==> src/rtl/fetch_stage_pkg.sv <==
// fetch_stage_pkg -- constants and types shared by the fetch stage and the
// decoder that consumes its IF/ID outputs.
//   XLEN          : datapath width
//   NOP_INSTR     : canonical RV32I NOP (addi x0, x0, 0)
//   OPC_*         : major opcodes seen by the opcode decoder
//   fetch_state_e : fetch FSM states
//   pc_sel_e      : next-pc mux select for pc_register
package fetch_stage_pkg;

  localparam int XLEN = 32;

  localparam logic [XLEN-1:0] NOP_INSTR = 32'h0000_0013;

  // RV32I major opcodes (instr[6:0]).
  localparam logic [6:0] OPC_LOAD   = 7'b000_0011;
  localparam logic [6:0] OPC_OP_IMM = 7'b001_0011;
  localparam logic [6:0] OPC_AUIPC  = 7'b001_0111;
  localparam logic [6:0] OPC_STORE  = 7'b010_0011;
  localparam logic [6:0] OPC_OP     = 7'b011_0011;
  localparam logic [6:0] OPC_LUI    = 7'b011_0111;
  localparam logic [6:0] OPC_BRANCH = 7'b110_0011;
  localparam logic [6:0] OPC_JALR   = 7'b110_0111;
  localparam logic [6:0] OPC_JAL    = 7'b110_1111;

  typedef enum logic {
    ISSUE = 1'b0,
    WAIT  = 1'b1
  } fetch_state_e;

  typedef enum logic [1:0] {
    PC_HOLD     = 2'd0,
    PC_INCR     = 2'd1,
    PC_REDIRECT = 2'd2
  } pc_sel_e;

  // Fetch addresses are always word aligned; low bits of a target are dropped.
  function automatic logic [XLEN-1:0] align_word(input logic [XLEN-1:0] addr);
    return {addr[XLEN-1:2], 2'b00};
  endfunction

endpackage

==> src/rtl/fetch_stage_pc_register.sv <==
// pc_register -- program counter with async reset to RESET_VECTOR and a
// three-way next-pc mux (hold, +4, redirect target).
//   clk, rst_n   : clock, asynchronous active-low reset
//   pc_sel       : next-pc source
//   redirect_pc  : redirect target (aligned here)
//   pc           : current fetch address
//   pc_plus4     : pc + 4, modulo 2^32
module pc_register
  import fetch_stage_pkg::*;
#(
  parameter logic [XLEN-1:0] RESET_VECTOR = 32'h0000_0000
) (
  input  logic            clk,
  input  logic            rst_n,
  input  pc_sel_e         pc_sel,
  input  logic [XLEN-1:0] redirect_pc,
  output logic [XLEN-1:0] pc,
  output logic [XLEN-1:0] pc_plus4
);

  logic [XLEN-1:0] pc_q;
  logic [XLEN-1:0] pc_d;

  // Wraps silently from 32'hFFFF_FFFC to 0.
  assign pc_plus4 = pc_q + 32'd4;
  assign pc       = pc_q;

  always_comb begin
    unique case (pc_sel)
      PC_INCR:     pc_d = pc_plus4;
      PC_REDIRECT: pc_d = align_word(redirect_pc);
      default:     pc_d = pc_q;
    endcase
  end

  // NOTE: sequential state is updated with non-blocking assignments only, so
  // every flop samples the pre-edge value of every other flop.
  always_ff @(posedge clk or negedge rst_n) begin
    if (!rst_n) pc_q <= RESET_VECTOR;
    else        pc_q <= pc_d;
  end

endmodule

==> src/rtl/fetch_stage.sv <==
// fetch_stage -- single-outstanding-request instruction fetch feeding the
// IF/ID register.
//   clk, rst_n          : clock, asynchronous active-low reset
//   imem_req, imem_addr : request pulse / address (address always equals pc)
//   imem_rvalid, _rdata : one response per request, at least a cycle later
//   stall_d             : decode cannot accept; hold IF/ID
//   redirect, _pc       : taken control transfer from execute (top priority)
//   instr_d, pc_d,
//   pc_plus4_d, valid_d : IF/ID register contents
module fetch_stage
  import fetch_stage_pkg::*;
#(
  parameter logic [XLEN-1:0] RESET_VECTOR = 32'h0000_0000
) (
  input  logic            clk,
  input  logic            rst_n,
  output logic            imem_req,
  output logic [XLEN-1:0] imem_addr,
  input  logic            imem_rvalid,
  input  logic [XLEN-1:0] imem_rdata,
  input  logic            stall_d,
  input  logic            redirect,
  input  logic [XLEN-1:0] redirect_pc,
  output logic [XLEN-1:0] instr_d,
  output logic [XLEN-1:0] pc_d,
  output logic [XLEN-1:0] pc_plus4_d,
  output logic            valid_d
);

  fetch_state_e    state_q, state_d;
  logic            squash_q, squash_d;
  logic [XLEN-1:0] ifid_instr_q, ifid_instr_d;
  logic [XLEN-1:0] ifid_pc_q, ifid_pc_d;
  logic [XLEN-1:0] ifid_pc4_q, ifid_pc4_d;
  logic            ifid_valid_q, ifid_valid_d;

  logic            issue;
  logic            rsp;
  logic            capture;
  pc_sel_e         pc_sel;
  logic [XLEN-1:0] pc;
  logic [XLEN-1:0] pc_plus4;

  pc_register #(
    .RESET_VECTOR (RESET_VECTOR)
  ) u_pc_register (
    .clk         (clk),
    .rst_n       (rst_n),
    .pc_sel      (pc_sel),
    .redirect_pc (redirect_pc),
    .pc          (pc),
    .pc_plus4    (pc_plus4)
  );

  // A new request may go out only when IF/ID will have room for its response:
  // either it is empty or decode is draining it this very cycle.
  assign issue     = (state_q == ISSUE) && !redirect && (!ifid_valid_q || !stall_d);
  assign rsp       = (state_q == WAIT) && imem_rvalid;
  assign capture   = rsp && !squash_q && !redirect;

  assign imem_req  = issue;
  assign imem_addr = pc;

  assign instr_d    = ifid_instr_q;
  assign pc_d       = ifid_pc_q;
  assign pc_plus4_d = ifid_pc4_q;
  assign valid_d    = ifid_valid_q;

  always_comb begin
    // NOTE: every variable gets a default before any branch so no path can
    // leave it unassigned and infer a latch.
    state_d      = state_q;
    squash_d     = squash_q;
    ifid_instr_d = ifid_instr_q;
    ifid_pc_d    = ifid_pc_q;
    ifid_pc4_d   = ifid_pc4_q;
    ifid_valid_d = ifid_valid_q;
    pc_sel       = PC_HOLD;

    if (capture) begin
      ifid_instr_d = imem_rdata;
      ifid_pc_d    = pc;
      ifid_pc4_d   = pc_plus4;
      ifid_valid_d = 1'b1;
      pc_sel       = PC_INCR;
    end else if (ifid_valid_q && !stall_d) begin
      ifid_valid_d = 1'b0;
    end

    unique case (state_q)
      ISSUE: begin
        if (issue) state_d = WAIT;
      end
      WAIT: begin
        if (rsp) begin
          // Response retires the outstanding request whether kept or dropped.
          state_d  = ISSUE;
          squash_d = 1'b0;
        end else if (redirect) begin
          // The in-flight response belongs to the old path; drop it on arrival.
          squash_d = 1'b1;
        end
      end
      default: state_d = ISSUE;
    endcase

    // Redirect wins over everything, including a decode stall.
    if (redirect) begin
      pc_sel       = PC_REDIRECT;
      ifid_valid_d = 1'b0;
    end
  end

  // NOTE: the IF/ID payload is reset to a NOP rather than left undefined so
  // the decoder never sees X on a bubble straight out of reset.
  always_ff @(posedge clk or negedge rst_n) begin
    if (!rst_n) begin
      state_q      <= ISSUE;
      squash_q     <= 1'b0;
      ifid_instr_q <= NOP_INSTR;
      ifid_pc_q    <= '0;
      ifid_pc4_q   <= '0;
      ifid_valid_q <= 1'b0;
    end else begin
      state_q      <= state_d;
      squash_q     <= squash_d;
      ifid_instr_q <= ifid_instr_d;
      ifid_pc_q    <= ifid_pc_d;
      ifid_pc4_q   <= ifid_pc4_d;
      ifid_valid_q <= ifid_valid_d;
    end
  end

endmodule

==> config.mk <==
export PLATFORM = sky130hd
export DESIGN_NAME = fetch_stage
export DESIGN_NICKNAME = d
export VERILOG_FILES = /design/src/rtl/fetch_stage_pkg.sv /design/src/rtl/fetch_stage_pc_register.sv /design/src/rtl/fetch_stage.sv
export SDC_FILE = /design/constraint.sdc
export NUM_CORES = 1
export LEC_CHECK = 0
export ABC_AREA = 1
export CAP_MARGIN = 40
export CORE_ASPECT_RATIO = 0.6
export CORE_MARGIN = 5
export CORE_UTILIZATION = 41
export DETAILED_ROUTE_END_ITERATION = 8
export GPL_TIMING_DRIVEN = 0
export PLACE_DENSITY = 0.83
export SLEW_MARGIN = 25
export SYNTH_ARGS = -nofsm -noshare
export SYNTH_HDL_FRONTEND = slang
export SYNTH_SLANG_ARGS = --single-unit
==> constraint.sdc <==
create_clock -name clk -period 1.4 [get_ports clk]
set_input_delay 0.42 -clock clk [delete_from_list [all_inputs] [get_ports clk]]
set_output_delay 0.42 -clock clk [all_outputs]
set_load 0.03 [all_outputs]
# Word-level counts from Yosys, hierarchy flattened
# Cells that the tools add are included.
dict set report totals {
  reg_bits 131
  in_bits 69
  output_inout_bits 130
  word_cells 37
}
dict set report op_classes {
  addsub 1
  eq_ne 2
  muxes 11
  n_bitwise 1
  n_reduce_logical 15
}
# operator count
set ops {}
lappend ops {{$pmux W32 S2} 1}
lappend ops {{$add A32 B3 Y32 const B} 1}
lappend ops {{$mux W1} 8}
lappend ops {{$logic_and A1 B1 Y1} 6}
lappend ops {{$logic_not A1 Y1} 4}
lappend ops {{$reduce_bool A2 Y1} 2}
lappend ops {{$reduce_bool A3 Y1} 1}
lappend ops {{$eq A2 B1 Y1 const B} 1}
lappend ops {{$eq A2 B2 Y1 const B} 1}
lappend ops {{$mux W2} 1}
lappend ops {{$pmux W1 S2} 1}
lappend ops {{$reduce_and A2 Y1} 1}
lappend ops {{$logic_or A1 B1 Y1} 1}
lappend ops {{$not A1 Y1} 1}

# Logic depth before layout (Yosys ltp)
# Gate-level depths: netlist of run 1.
dict set report logic_depth {
  depth_word 7
  mapped_depth 9
  depth_no_buf 9
}

# Hierarchy
# From an unflattened synthesis of run 1, not the netlist that was laid out.
dict set report hier_totals {
  cells_unflattened 836
  hier_area_um2 6324.8
}
# module instances cells_per_inst area_per_inst_um2
set by_module_without_submodules {}
lappend by_module_without_submodules {fetch_stage 1 434 3893.7}
lappend by_module_without_submodules {pc_register 1 402 2431.1}

# Worst setup path before layout of run 1
# No wires, ideal clock.
dict set report synth_timing {
  path_kind {reg2reg}
  startpoint {reg u_pc_register.pc_q[3], in the netlist u_pc_register.pc[3]}
  endpoint {reg ifid_pc4_q[26], in the netlist pc_plus4_d[26]}
  setup_time_ns 0.118
  arrival_time_ns 1.507
  path_slack_ns -0.225
  stages_incl_launch_ff 9
  n_path_buf 0
  path_cell_list {dfrtp_1 -> ha_1 -> nand2_2 -> nor2_4 -> nand2_4 -> nor2_4 -> nand3_1 -> nand3_2 -> nand2_1}
}
dict set report synth_via {
  elab_chain_len 1
}
# item line_no
set synth_lines {}
lappend synth_lines {{from (decl)} fetch_stage_pc_register.sv:21} ;# logic [XLEN-1:0] pc_q;
lappend synth_lines {{from (signal assigned)} fetch_stage_pc_register.sv:40} ;# else pc_q <= pc_d;
lappend synth_lines {{$add A32 B3 Y32} fetch_stage_pc_register.sv:25} ;# assign pc_plus4 = pc_q + 32'd4;
lappend synth_lines {{to (signal assigned)} fetch_stage.sv:129} ;# ifid_pc4_q <= ifid_pc4_d;
lappend synth_lines {{to (decl)} fetch_stage.sv:34} ;# logic [XLEN-1:0] ifid_pc4_q, ifid_pc4_d;
# No other way between the ends.
# A chain may end at the register's enable or synchronous reset.

# Final worst setup path of run 1
dict set report layout_timing {
  startpoint {reg u_pc_register.pc_q[2], in the netlist u_pc_register.pc[2]}
  endpoint {reg u_pc_register.pc_q[20], in the netlist u_pc_register.pc[20]}
}
dict set report layout_via {
  elab_chain_len 2
}
# item line_no
set layout_lines {}
lappend layout_lines {{$add A32 B3 Y32} fetch_stage_pc_register.sv:25}
lappend layout_lines {{$pmux W32 S2} fetch_stage_pc_register.sv:29} ;# unique case (pc_sel)
# No other way between the ends.

==> impl_metrics.py, run 1 <==
metrics = {
    "status": {
        "outcome": "finished with violations",
        "violations": "negative setup slack",
    },
    "clock_network": {
        "cts.clk_slew.worst_paths_ps": 60,
        "cts_buffers": 17,
        "clock-sinks": 125,
        "clockBufferDepth": 2,
        "cts_root_buf": "clkbuf_16",
        "clock_latency_ps": 420,
        "cts-htree-levels": 4,
        "tritoncts": "built",
    },
    "cells_and_area": {
        "synthToLayoutAreaGrowth_pct": 78.74,
        "multi_input_area_um2": 2669,
        "final_nets": 1086,
        "design_area_um2": 10070,
        "final_cell_mix": "269 x nand2_1, 113 x buf_4, 102 x dfrtp_1",
        "layout-drive-gt1-share_pct": 42.18,
        "final_util_pct": 74.33,
        "layout_commonest_cell": "nand2_1",
        "n_antenna_cell": 0,
        "seqCellArea_um2": 3157,
        "fillers": 916,
    },
    "route": {
        "wl_mm": 23.15,
        "drc": 0,
        "postRouteAntennaNets": 0,
        "routedWlPerCell_um": 19.23,
        "via_per_inst": 5.203,
        "drtPass1Iterations": 5,
        "dr.first_iter.drc_count": 497,
        "num_vias": 6265,
    },
    "sta": {
        "period_share_pct": 117.2,
        "worst_slew_pin_slew_ps": 669.8,
        "fin_crit_ps": 1641,
        "fmax_ghz": 0.6095,
        "hold_viol": 0,
        "setup_slack_ps": -240.7,
        "rsz0062_at_grt": "true",
        "setup_viol": 132,
        "relSlewSlack_pct": 55.35,
        "skew_ps": 11.21,
        "slew_viol_final": 0,
    },
    "worst_setup_path": {
        "critPathRequiredTime_ps": 1700,
        "worstPathArrival_ps": 1940,
        "crit_type": "reg -> reg",
        "cp_slowest_stage_delay_ps": 430,
        "start_kind": "flip-flop",
        "end_kind": "flip-flop",
        "critPathSlowestCell": "dfrtp_2",
        "critPathTopFamily": "simple AND/OR/NAND/NOR gates",
        "crit_chain": "ha_4 -> nand2_4 -> nor2_4 -> nand2_4 -> nor2_4 -> nand3_1 -> nand3_2 -> nand2_1",
        "crit_buf_inv": 0,
        "worstPathMaxFanout": 7,
        "reg2reg_setup_slack_ps": -240,
    },
    "synth": {
        "syn-cell-area_um2": 5632,
        "ys_seq_area_share_pct": 55.61,
        "ys_async_sr_fraction_pct": 100.0,
        "ys_warn_count": 0,
        "synth-main-ff-cell": "dfrtp_1",
        "ys_types": 27,
        "synth_cells": 706,
        "synth_top_cell_by_area": "dfrtp_1",
        "synth-edff-count": 0,
        "synthTopCellsByArea": "dfrtp_1 54%, nand2_1 22%, nand3_1 4.3%, o21ai_0 4.0%, inv_1 3.5%",
        "synth_area_per_cell_um2": 7.977,
        "synth_top_area_share_pct": 54.21,
        "ys_ff_latch": 125,
    },
    "place": {
        "dpl.hpwl_mm": 14.19,
        "numPortBuffers": 190,
        "place_congestion": 0.9103,
        "place_area_um2": 7826,
    },
    "global_routing": {
        "grt_use_total_pct": 24.58,
        "grt-ovfl-total": 0,
        "grt_max_degree": 74,
        "grt_pass1_wl_mm": 31.51,
        "grt_pass1_vias": 5871,
        "antenna_found_initial": 0,
    },
    "power": {
        "p_switching_mw": 8.487,
        "power_density_nw_per_um2": 2065,
        "p_clk_share_pct": 22.2,
        "power_frac_comb_pct": 47.6,
        "swShare_pct": 40.83,
        "internal-power_mw": 12.30,
        "seq_power_share_pct": 30.2,
        "p_leak_nw": 5.069,
        "irDropWorstVdd_v": 0.001249,
    },
    "floorplan": {
        "dieHeight_um": 100.8,
        "core_area_um2": 13540,
        "die_w_um": 161.3,
        "initial_utilization_pct": 41.58,
        "rows": 33,
        "ios": 199,
        "dieArea_um2": 16260,
    },
    "worst_hold_path": {
        "hold_class": "in -> reg",
    },
    "job": {
        "drv_cap": 0,
    },
}
## final timing paths
path | from | to | cells after the start
max reg2reg | u_pc_register.pc[2] | u_pc_register.pc[20] | 8
min | stall_d | valid_d | 3
min in group asynchronous | rst_n | pc_plus4_d[14] | 2
min reg2reg | instr_d[0] | instr_d[0] | 2
max in group asynchronous | rst_n | u_pc_register.pc[2] | 3
max | u_pc_register.pc[2] | u_pc_register.pc[20] | 8
## power by group through the flow
stage	registers [mW]	logic (mW)	clock network, mW
after floorplan	8.73	1.51	0
after global placement	5.96	7.96	0
after detailed placement	6.01	8.09	0
after CTS	5.99	7.63	4.63
after global routing	6.42	10.4	4.82
final	6.27	9.89	4.63
## logic make-up after synthesis
logic type / Yosys count / synth area share, %
buf+inv: 84 / 6.488
xor+xnor: 4 / 0.6222
simple gates: 431 / 31.48
other cells: 1 / 0.06659
flops: 125 / 55.61
fa+ha+maj: 1 / 0.2221
compound gates: 60 / 5.510
## synth_stat cells (4+ instances only)
master    number
nand2_2        5
buf_4          8
dfrtp_1      122
clkbuf_1       6
nor2_2         4
inv_1         52
nand3_1       48
nand2_1      328
nor2_1        34
buf_2         16
o21ai_1        8
o21ai_0       45
nor2_4         6
## per-stage QoR
stage               worst slack, ps  power [mW]  std cells  TNS (ps)  hold slack (ps)
floorplan                    -69.29       10.25        711     -1006            124.4
global placement              -5454       13.92       1076   -713430            454.9
detailed placement           -951.5       14.10       1077    -96570            363.5
CTS                          -185.1       18.26       1142    -11520            427.7
global route                 -318.9       21.65       1204    -18500            424.1
finish                       -240.7       20.79       1204    -10610            414.9
## metal layers
metal	up-vias	global-route usage (%)	share of wire [%]
li1	2806	-	-
met1	3080	32.42	43
met2	338	39.54	47
met3	41	7.765	8.7
met4	0	6.881	1.6
met5	-	0	0
## final cells by class
class | count | area share, %
sequential | 125 | 31.36
timing repair buffer | 288 | 28.46
multi-input combinational | 502 | 26.51
clock buffer | 20 | 4.537
buffer | 28 | 3.269
tap | 175 | 2.175
inverter | 54 | 2.088
clock inverter | 12 | 1.591
## worst min-delay path: stages
cell and delay (ps):
dlygate4sd2_1 240, nand2_2 80, o21ai_1 50
## registers in the layout (all words and copies together) (netlist names)
| name | cells |
|---|---|
| instr_d | 32 |
| pc_d | 30 |
| pc_plus4_d | 30 |
| u_pc_register.pc | 30 |
| squash_q | 1 |
| valid_d | 1 |
| state_q | 1 |
## what timing repair did
item / CTS / global route
setup endpoints to repair: 247 / 231
gates cloned: 1 / 10
gates resized for setup: 814 / 310
hold buffers: 1 / 0
endpoints found under the hold margin: 49 / 0
pin swaps: 21 / 43
buffers inserted: 32 / 54
(Power assumes the default switching activity.)
==> run 2: changes to the inputs <==
- CORE_UTILIZATION: 41 -> 49
- PLACE_DENSITY: 0.83 -> 0.92
- clock period: 1.4 -> 2 ns (I/O delays scaled with it)
==> impl_metrics.py, run 2 (synthesis gave the netlist of run 1 again) <==
metrics = {
    "route": {
        "num_vias": 5580,
        "wl_mm": 18.15,
        "via_per_inst": 5.176,
        "postRouteAntennaNets": 0,
        "dr.first_iter.drc_count": 411,
        "routedWlPerCell_um": 16.84,
        "drc": 0,
        "drtPass1Iterations": 5,
    },
    "worst_setup_path": {
        "crit_type": "reg -> out",
        "critPathSlowestCell": "dfrtp_1",
        "start_kind": "flip-flop",
        "end_kind": "output port",
        "worstPathArrival_ps": 1350,
        "critPathRequiredTime_ps": 1400,
        "critPathTopFamily": "flip-flops",
        "crit_chain": "dlygate4sd2_1",
        "crit_buf_inv": 1,
        "cp_slowest_stage_delay_ps": 500,
        "worstPathMaxFanout": 6,
    },
    "sta": {
        "fin_setup_tns_ps": 0,
        "hold_viol": 0,
        "fmax_ghz": 0.5137,
        "rsz0062_at_grt": "false",
        "hold_ws_ps": 92.60,
        "relSlewSlack_pct": 58.77,
        "fin_crit_ps": 1946,
        "setup_slack_ps": 53.52,
        "skew_ps": 9.934,
        "worst_slew_pin_slew_ps": 618.4,
        "setup_viol": 0,
        "slew_viol_final": 0,
        "period_share_pct": 97.32,
    },
    "clock_network": {
        "cts.clk_slew.worst_paths_ps": 60,
        "cts_buffers": 17,
        "cts-htree-levels": 4,
        "tritoncts": "built",
        "clock-sinks": 125,
        "cts_root_buf": "clkbuf_16",
        "clock_latency_ps": 410,
        "clockBufferDepth": 2,
        "cts_hold_buf": 0,
    },
    "cells_and_area": {
        "final_util_pct": 72.94,
        "synthToLayoutAreaGrowth_pct": 45.86,
        "design_area_um2": 8214,
        "final_nets": 991,
        "fin_cells": 1078,
        "largest_register_ffs": 32,
        "seqCellArea_um2": 3132,
        "multi_input_area_um2": 2168,
        "layout-drive-gt1-share_pct": 9.101,
        "layout_commonest_cell": "nand2_1",
        "n_antenna_cell": 0,
        "final_cell_mix": "327 x nand2_1, 123 x dlygate4sd2_1, 122 x dfrtp_1",
        "fillers": 871,
    },
    "power": {
        "power_density_nw_per_um2": 1476,
        "irDropWorstVdd_v": 0.0007585,
        "finalPower_mw": 12.12,
        "p_leak_nw": 4.412,
    },
    "floorplan": {
        "dieArea_um2": 13810,
        "die_w_um": 148.4,
        "core_area_um2": 11260,
        "dieHeight_um": 93.04,
        "ios": 199,
        "rows": 30,
        "initial_utilization_pct": 50.01,
    },
    "global_routing": {
        "antenna_found_initial": 0,
        "grt-ovfl-total": 0,
        "grt_pass1_wl_mm": 28.66,
        "grt_max_degree": 76,
        "grt_use_total_pct": 26.63,
        "grt_pass1_vias": 5433,
    },
    "place": {
        "numPortBuffers": 190,
        "place_congestion": 0.9795,
        "dpl.hpwl_mm": 13.64,
        "dp.cells": 1046,
        "dp_slack_ps": -680.3,
        "place_area_um2": 7765,
    },
    "worst_hold_path": {
        "hold_class": "in -> async",
    },
    "job": {
        "drv_cap": 0,
    },
    "status": {
        "outcome": "finished clean",
    },
}
run 2: cell types whose count changed in the layout (fill, tap and decap cells not counted), moves of 12 or more:
cell / change
nand2_4: -15
nand3_2: -25
nand3_1: +25
o21ai_1: -12
dfrtp_1: +20
nand2_1: +58
buf_4: -104
nand2_2: -41
dfrtp_2: -20
dlygate4sd2_1: +122
buf_6: -99
o21ai_0: +23
run 2: repair_timing:
action | CTS | global route
hold endpoints to repair | 0 | 0
pin swaps | 0 | 0
buffers inserted | 0 | 0
setup endpoints to repair | 124 | 12
cloned | 0 | 0
gates resized for setup | 127 | 11
run 2: power by group:
part           internal (mW)  switching (mW)
clock network           1.87            1.17
registers               3.53           0.597
logic                   1.55            3.39
run 2: cell type report:
| class | count | area share (%) |
|---|---|---|
| Clock buffer | 19 | 5.392 |
| Multi-Input combinational cell | 502 | 26.40 |
| Buffer | 30 | 2.011 |
| Tap cell | 144 | 2.193 |
| Clock inverter | 13 | 1.706 |
| Sequential cell | 125 | 38.13 |
| Timing Repair Buffer | 191 | 21.68 |
| Inverter | 54 | 2.498 |
run 2: layer usage:
metal	up-vias	part of all wire (%)	track usage, %
met3	24	11	9.637
met4	0	1.2	6.303
met5	-	0	0
met2	300	45	41.52
li1	2624	-	-
met1	2632	43	35.92
run 2: worst paths after layout:
check,startpoint,to,cells after the start,slack [ps]
hold / removal,rst_n,pc_plus4_d[22],1,90
min in group clk,instr_d[1],instr_d[1],2,470
setup reg to reg,u_pc_register.pc[3],u_pc_register.pc[16],8,190
hold reg to reg,instr_d[1],instr_d[1],2,470
max in group asynchronous,rst_n,instr_d[1],2,1190
setup / recovery,u_pc_register.pc[3],imem_addr[3],1,50
==> run 3: changes to the inputs <==
- SLEW_MARGIN: 25 -> 10
==> impl_metrics.py, run 3 (synthesis gave the netlist of run 1 again) <==
metrics = {
    "global_routing": {
        "antenna_found_initial": 0,
        "grt_use_met3_pct": 9.104,
        "grt_pass1_wl_mm": 28.58,
        "grt-ovfl-total": 0,
        "grt_use_total_pct": 26.54,
        "grt_pass1_vias": 5386,
        "use_met2_pct": 40.95,
        "grt_max_degree": 76,
        "grt_use_met1_pct": 36.38,
        "top_usage_layer": "met2",
    },
    "clock_network": {
        "clockBufferDepth": 2,
        "tritoncts": "built",
        "clock_latency_ps": 400,
        "cts_root_buf": "clkbuf_16",
        "clock-sinks": 125,
        "cts-htree-levels": 4,
        "cts.clk_slew.worst_paths_ps": 60,
        "cts_buffers": 17,
        "cts_hold_buf": 0,
    },
    "route": {
        "via_per_inst": 5.096,
        "drc": 0,
        "postRouteAntennaNets": 0,
        "routedWlPerCell_um": 16.82,
        "num_vias": 5494,
        "drtPass1Iterations": 5,
        "dr.first_iter.drc_count": 322,
        "wl_mm": 18.13,
    },
    "place": {
        "numPortBuffers": 190,
        "dp_slack_ps": -679.6,
        "dpl.hpwl_mm": 13.61,
        "place_congestion": 0.9795,
    },
    "sta": {
        "skew_ps": 9.359,
        "fin_crit_ps": 1942,
        "setup_viol": 0,
        "period_share_pct": 97.11,
        "slew_viol_final": 0,
        "setup_slack_ps": 57.81,
        "worst_slew_pin_slew_ps": 578.2,
        "hold_ws_ps": 129.4,
        "fmax_ghz": 0.5149,
        "relSlewSlack_pct": 61.46,
        "hold_viol": 0,
    },
    "power": {
        "power_density_nw_per_um2": 1468,
        "irDropWorstVdd_v": 0.0007816,
        "p_leak_nw": 4.400,
        "finalPower_mw": 12.02,
    },
    "cells_and_area": {
        "layout-drive-gt1-share_pct": 9.101,
        "final_cell_mix": "327 x nand2_1, 123 x dlygate4sd2_1, 122 x dfrtp_1",
        "layout_commonest_cell": "nand2_1",
        "synthToLayoutAreaGrowth_pct": 45.43,
        "final_nets": 991,
        "n_antenna_cell": 0,
        "largest_register_ffs": 32,
    },
    "worst_setup_path": {
        "crit_buf_inv": 4,
        "worstPathArrival_ps": 1340,
        "crit_type": "in -> out",
        "start_kind": "primary input",
        "critPathRequiredTime_ps": 1400,
        "critPathTopFamily": "buffers and inverters",
        "critPathSlowestCell": "dlygate4sd2_1",
        "crit_chain": "dlygate4sd2_1 -> inv_2 -> nand3_1 -> inv_1 -> buf_6",
        "reg2reg_from": "u_pc_register.pc[3]",
        "worstPathMaxFanout": 5,
        "cp_slowest_stage_delay_ps": 300,
        "cp-startpoint": "redirect",
        "end_kind": "output port",
    },
    "worst_hold_path": {
        "hold_class": "in -> async",
    },
    "floorplan": {
        "core_area_um2": 11260,
        "initial_utilization_pct": 50.01,
        "ios": 199,
        "dieArea_um2": 13810,
        "dieHeight_um": 93.04,
        "rows": 30,
        "die_w_um": 148.4,
    },
    "job": {
        "drv_cap": 0,
    },
    "status": {
        "outcome": "finished clean",
    },
}
[run 3: timing repair]
action / CTS / global route
setup endpoints to repair: 124 / 14
setup buffers: 0 / 0
gates resized for setup: 127 / 10
hold endpoints to repair: 0 / 0
[run 3: worst paths after layout]
check                                        to  slack, ps  cells past startpoint
max                                    imem_req         60                      5
min                              pc_plus4_d[22]        130                      1
max reg2reg                u_pc_register.pc[16]        230                      8
min reg2reg                          instr_d[0]        470                      2
max in group asynchronous            instr_d[1]       1110                      2
min in group clk                     instr_d[0]        470                      2
[run 3: per-stage QoR]
stage / area (um^2) / setup TNS (ps) / util (%) / cells
after floorplan: 5650 / 0 / - / 711
after global placement: 7732 / -577060 / 68.67 / 1045
after detailed placement: 7761 / -31500 / 68.92 / 1046
after CTS: 8174 / -128.3 / 72.59 / 1078
after global routing: 8190 / -1.038 / 72.73 / 1078
final: 8190 / 0 / 72.73 / 1078
[run 3: worst register-to-register path: stages, from the launching register on]
cell     delay [ps]
dfrtp_1         480
ha_1            250
nand2_2          90
nor2_4          190
nand2_2         120
nor2_2          200
nand2_1          80
nand3_1         150
nand3_1          80
[run 3: final cells by class]
cell class                      count  area [um^2]
Buffer                             30        165.2
Inverter                           54        202.7
Timing Repair Buffer              191         1780
Clock inverter                     13        113.9
Tap cell                          144        180.2
Sequential cell                   125         3132
Multi-Input combinational cell    502         2163
Fill cell                         870         3070
Clock buffer                       19        452.9
[run 3: metal layers]
| metal | share of wire (%) | wire [um] |
|---|---|---|
| met2 | 45 | 8179 |
| met3 | 10 | 1903 |
| met4 | 0.95 | 173 |
| met5 | 0 | 0 |
| met1 | 43 | 7872 |
[run 3: power by group]
group / switching (mW) / total (mW) / leakage, nW / internal (mW)
combinational: 3.41 / 4.96 / 2.56 / 1.55
clock: 1.15 / 2.93 / 0.279 / 1.78
sequential: 0.598 / 4.13 / 1.56 / 3.53
total: 5.16 / 12.0 / 4.40 / 6.86
